--- src/rtl/fetch_stage.sv ---
// fetch_stage: owns the PC and the IF/ID register of the 5-stage core.
// LDW/SDW with an even Rd are issued twice; the second issue is flagged round2.
module fetch_stage #(
  parameter logic [31:0] RESET_PC = 32'h0000_0000,
  parameter logic [5:0]  OPC_LDW  = 6'd8,
  parameter logic [5:0]  OPC_SDW  = 6'd9
) (
  input  logic        clk,
  input  logic        reset,
  input  logic        stall,
  input  logic        redirect_en,
  input  logic [31:0] redirect_pc,
  output logic [31:0] imem_addr,
  input  logic [31:0] imem_instr,
  output logic        if_id_valid,
  output logic [31:0] if_id_instr,
  output logic [31:0] if_id_pc,
  output logic [31:0] if_id_pc_plus4,
  output logic        if_id_round2,
  output logic        if_id_dw_odd
);

  typedef enum logic {FETCH, ROUND2} state_t;

  typedef struct packed {
    logic        valid;
    logic [31:0] instr;
    logic [31:0] pc;
    logic [31:0] pc_plus4;
    logic        round2;
    logic        dw_odd;
  } if_id_t;

  state_t      state;
  state_t      state_nxt;
  logic [31:0] pc;
  logic [31:0] pc_nxt;
  logic [31:0] pc_inc;
  if_id_t      if_id;
  if_id_t      if_id_nxt;
  logic        dw;
  logic        dw_even;
  logic        dw_odd;

  assign pc_inc  = pc + 32'd4;
  assign dw      = (imem_instr[31:26] == OPC_LDW) ||
                   (imem_instr[31:26] == OPC_SDW);
  assign dw_even = dw && !imem_instr[22];
  assign dw_odd  = dw &&  imem_instr[22];

  always_ff @(posedge clk) begin
    if (reset) begin
      state <= FETCH;
      pc    <= RESET_PC;
      if_id <= '0;
    end else begin
      state <= state_nxt;
      pc    <= pc_nxt;
      if_id <= if_id_nxt;
    end
  end

  always_comb begin
    state_nxt = state;
    if (redirect_en) begin
      state_nxt = FETCH;
    end else if (!stall) begin
      unique case (state)
        FETCH:   state_nxt = dw_even ? ROUND2 : FETCH;
        ROUND2:  state_nxt = FETCH;
        default: state_nxt = FETCH;
      endcase
    end
  end

  // Round 2 replays the word already in IF/ID; imem is not re-read.
  always_comb begin
    pc_nxt    = pc;
    if_id_nxt = if_id;
    if (redirect_en) begin
      pc_nxt           = redirect_pc;
      if_id_nxt.valid  = 1'b0;
      if_id_nxt.instr  = '0;
      if_id_nxt.round2 = 1'b0;
      if_id_nxt.dw_odd = 1'b0;
    end else if (!stall) begin
      unique case (state)
        FETCH: begin
          if_id_nxt.valid    = 1'b1;
          if_id_nxt.instr    = imem_instr;
          if_id_nxt.pc       = pc;
          if_id_nxt.pc_plus4 = pc_inc;
          if_id_nxt.round2   = 1'b0;
          if_id_nxt.dw_odd   = dw_odd;
          if (!dw_even) pc_nxt = pc_inc;
        end
        ROUND2: begin
          if_id_nxt.valid  = 1'b1;
          if_id_nxt.round2 = 1'b1;
          if_id_nxt.dw_odd = 1'b0;
          pc_nxt           = pc_inc;
        end
        default: ;
      endcase
    end
  end

  assign imem_addr      = pc;
  assign if_id_valid    = if_id.valid;
  assign if_id_instr    = if_id.instr;
  assign if_id_pc       = if_id.pc;
  assign if_id_pc_plus4 = if_id.pc_plus4;
  assign if_id_round2   = if_id.round2;
  assign if_id_dw_odd   = if_id.dw_odd;

endmodule

--- config.mk ---
export PLATFORM = sky130hd
export DESIGN_NAME = fetch_stage
export DESIGN_NICKNAME = d
export VERILOG_FILES = /design/src/rtl/fetch_stage.sv
export SDC_FILE = /design/constraint.sdc
export NUM_CORES = 1
export LEC_CHECK = 0
export CORE_MARGIN = 3
export CORE_UTILIZATION = 40
export CTS_CLUSTER_SIZE = 30
export DETAILED_ROUTE_END_ITERATION = 10
export PLACE_DENSITY = 0.73
export RECOVER_POWER = 25
export SYNTH_ARGS = -nofsm -noshare
export SYNTH_HDL_FRONTEND = slang
export SYNTH_SLANG_ARGS = --single-unit
--- constraint.sdc ---
create_clock -name clk -period 1.97 [get_ports clk]
set_input_delay 0.394 -clock clk [delete_from_list [all_inputs] [get_ports clk]]
set_output_delay 0.394 -clock clk [all_outputs]
set_load 0.1 [all_outputs]
==> metrics <==
outcome=finished, final reports clean; Switching Fraction=33.6%; Chip Height=127 um; CTS H-Tree Depth=4; number of distinct library cells after synthesis=48; Cells after DPL=1,083; register bit count reported by yosys=130; count of unresolved DRC violations after routing=0; max-cap violations=0; Routed wire per std cell=16.1 um; routed vias=5,646; count of antenna-violating nets left after detailed routing=0; number of enable-type register cells in the synthesized netlist=0; Worst path max stage delay=0.40 ns; maximum fanout along the worst path=18; drt pass-1 iters=5; worst-path cell chain=nand2_1, or3_1, buf_12, nor4_2, xnor2_1, a211oi_2; Top-Level Pins=199; instance count of the mapped netlist=725; part of the power in the clock network=39.7%; post-route minimum period=1.86 ns; Congestion Overflow GR=0; critical path launch point type=register; maximum clock frequency=538 MHz; final design utilization=61.8%; post-route setup slack=0.110 ns; netlist area before placement=0.00586 mm2; number of placement rows=43; Hold-fix buffers, CTS=0; Post-Place Worst Slack=-0.312 ns; count of yosys warnings during synthesis=0; net switching component of the power=0.00263 W; sequential fraction of the synthesis area=44.4%; leading cell types by total area after synthesis=sky130_fd_sc_hd__dfxtp_1, sky130_fd_sc_hd__nand2_1, sky130_fd_sc_hd__a21oi_1; core footprint=0.0141 mm2; ratio of routed vias to standard cells=5.06; share of flip-flops with an asynchronous set or reset after synthesis=0%; routed wire length=17,900 um; pin count of the biggest net entering global routing=41; Worst Path Required=2.31 ns; share of the cycle needed by the critical path after routing=94.4%; number of buffers and inverters on the critical path=1; synthesized area per cell=8.09 um2; most frequent cells in the layout=sky130_fd_sc_hd__nand2_1, sky130_fd_sc_hd__buf_4, sky130_fd_sc_hd__dfxtp_1, sky130_fd_sc_hd__a21oi_1, sky130_fd_sc_hd__clkdlybuf4s50_1; power consumption=0.00783 W; final-stage net count=991; WP data arrival=2.20 ns; most common library cell in the layout ignoring fill and taps=sky130_fd_sc_hd__nand2_1; Port Buf Inserts=198; slew at the pin with the worst max-slew slack=1.00 ns; insertion delay of the later-clocked pin in the worst-skew pair=0.42 ns; path type of the worst min-delay path=input port to register; antenna diode count=0; final count of hold timing violations=0; weighted congestion reported at the end of routability-driven placement=0.852; initial core utilization=41.6%; Layout Skew=0.00330 ns; CTS Sinks=130; internal power component=0.00520 W; category of the critical setup timing path=register to register; CTS buffer count=17; detailed placer's ending HPWL=13,200 um; RSZ-0062 raised after global routing=no; setup-violating endpoint count in the final report=0; proportion of power drawn by combinational gates=23.3%; clock-pin slew reported for the worst setup and hold paths after clock tree synthesis=0.06 ns; Slew headroom=33.2%; hold slack final=0.229 ns; first-pass GRT wire length=28,400 um; maximum VDD drop=0.551 mV; post-synthesis net count=794; power share of the sequential group=37.0%; maximum count of clock buffers along a single path=2; overall routing resource usage=22.0%; initial antenna violation count=0; power per cell area=898 mW/mm2; TritonCTS clock tree=yes; clock root buffer=sky130_fd_sc_hd__clkbuf_16; Pins Over Slew Limit=0; Cell Count, Final, Fillers Out=1,115; Slowest-stage cell, CP=sky130_fd_sc_hd__or3_1; P_leak=3.58 nW; number of global-route vias before repair=5,379; growth of design area from synthesis to finish=48.7%; Die X-Extent=127 um; Yosys top cell by area=sky130_fd_sc_hd__dfxtp_1; area enclosed by the die boundary=0.0161 mm2; kind of capture point of the worst setup path=register; fraction of synthesized cell area taken by the top area cell type=44.4%; number of violations reported at the end of detailed-routing iteration 0=388; kind of cell adding the most delay to the critical path=simple AND/OR/NAND/NOR gates; share of post-route cells with drive strength above 1=28.3%; Synth Flop Type=sky130_fd_sc_hd__dfxtp_1
## logic make-up after synthesis
logic type	synth area share (%)
compound gates	17.3
xor+xnor	7.62
fa+ha+maj	0.213
buf+inv	6.91
flops	44.4
mux	0.341
simple gates	23.3
## metal layers
metal  routed length, um  track usage (%)
met1                7880             28.6
met2                8250             34.7
met3                1470             7.19
met4                 341             7.07
met5                   0                0
## power groups by stage
stage	Combinational, W	Sequential, W	Clock (W)
2_1_floorplan	0.000439	0.00379	0
3_3_place_gp	0.00184	0.00295	0
3_5_place_dp	0.00185	0.00295	0
4_1_cts	0.00186	0.00290	0.00316
5_1_grt	0.00191	0.00291	0.00327
6_report	0.00183	0.00290	0.00311
## registers in the layout, summed over array words and instances (netlist names)
signal,flops
if_id_instr,32
if_id_valid,1
imem_addr,32
if_id_round2,1
if_id_dw_odd,1
state,1
if_id_pc_plus4,30
if_id_pc,32
## cell usage after synthesis (2+ instances only)
cell	number
sky130_fd_sc_hd__nor4_2	6
sky130_fd_sc_hd__nor3_2	4
sky130_fd_sc_hd__xor2_1	22
sky130_fd_sc_hd__xnor2_1	29
sky130_fd_sc_hd__nor4_4	2
sky130_fd_sc_hd__o21ai_0	5
sky130_fd_sc_hd__buf_2	12
sky130_fd_sc_hd__nor3_1	9
sky130_fd_sc_hd__and3_1	6
sky130_fd_sc_hd__or2_2	3
sky130_fd_sc_hd__nor3b_1	2
sky130_fd_sc_hd__clkbuf_1	48
sky130_fd_sc_hd__buf_4	4
sky130_fd_sc_hd__or3_1	5
sky130_fd_sc_hd__buf_6	2
sky130_fd_sc_hd__nor2_1	44
sky130_fd_sc_hd__a21o_1	3
sky130_fd_sc_hd__nand2_1	152
sky130_fd_sc_hd__a21oi_1	97
sky130_fd_sc_hd__dfxtp_1	130
sky130_fd_sc_hd__mux2i_1	2
sky130_fd_sc_hd__nand3_1	15
sky130_fd_sc_hd__a211oi_2	7
sky130_fd_sc_hd__o21a_1	24
sky130_fd_sc_hd__inv_1	29
sky130_fd_sc_hd__nand4_1	13
sky130_fd_sc_hd__and4_1	3
sky130_fd_sc_hd__nor4_1	4
sky130_fd_sc_hd__and2_1	4
sky130_fd_sc_hd__a211oi_1	19
sky130_fd_sc_hd__nor2b_1	3
## worst reg2reg max path, stage by stage, from the launching register on
cell	delay, ns
sky130_fd_sc_hd__dfxtp_4	0.39
sky130_fd_sc_hd__nand2_1	0.11
sky130_fd_sc_hd__or3_1	0.40
sky130_fd_sc_hd__buf_12	0.19
sky130_fd_sc_hd__nor4_2	0.36
sky130_fd_sc_hd__xnor2_1	0.12
sky130_fd_sc_hd__a211oi_2	0.22
## path summary, 6_finish.rpt
kind / startpoint / endpoint / slack (ns) / depth (start not counted)
max: imem_addr[5] / if_id_pc_plus4[31] / 0.11 / 6
max reg2reg: imem_addr[5] / if_id_pc_plus4[31] / 0.11 / 6
min reg2reg: if_id_instr[25] / if_id_instr[25] / 0.45 / 2
min: reset / if_id_pc_plus4[23] / 0.23 / 2
## per-stage QoR
step / instance area, um2 / TNS [ns]
after global routing: 8720 / 0
after global placement: 8230 / -7.34
final: 8720 / 0
after floorplan: 6060 / -1.57
after CTS: 8820 / 0
after detailed placement: 8230 / -9.09
## repair_timing
action	CTS	global route
endpoints found under the setup margin	0	4
resized for setup	0	1
buffers inserted	0	0
## area by class of cell
type | instances | area, um2
inverter | 29 | 109
sequential | 130 | 2680
multi-input combinational | 499 | 2940
clock inverter | 11 | 100
clock buffer | 21 | 493
fill | 1235 | 5380
timing repair buffer | 245 | 2180
tap | 180 | 225
Power figures use the tool's default switching activity.
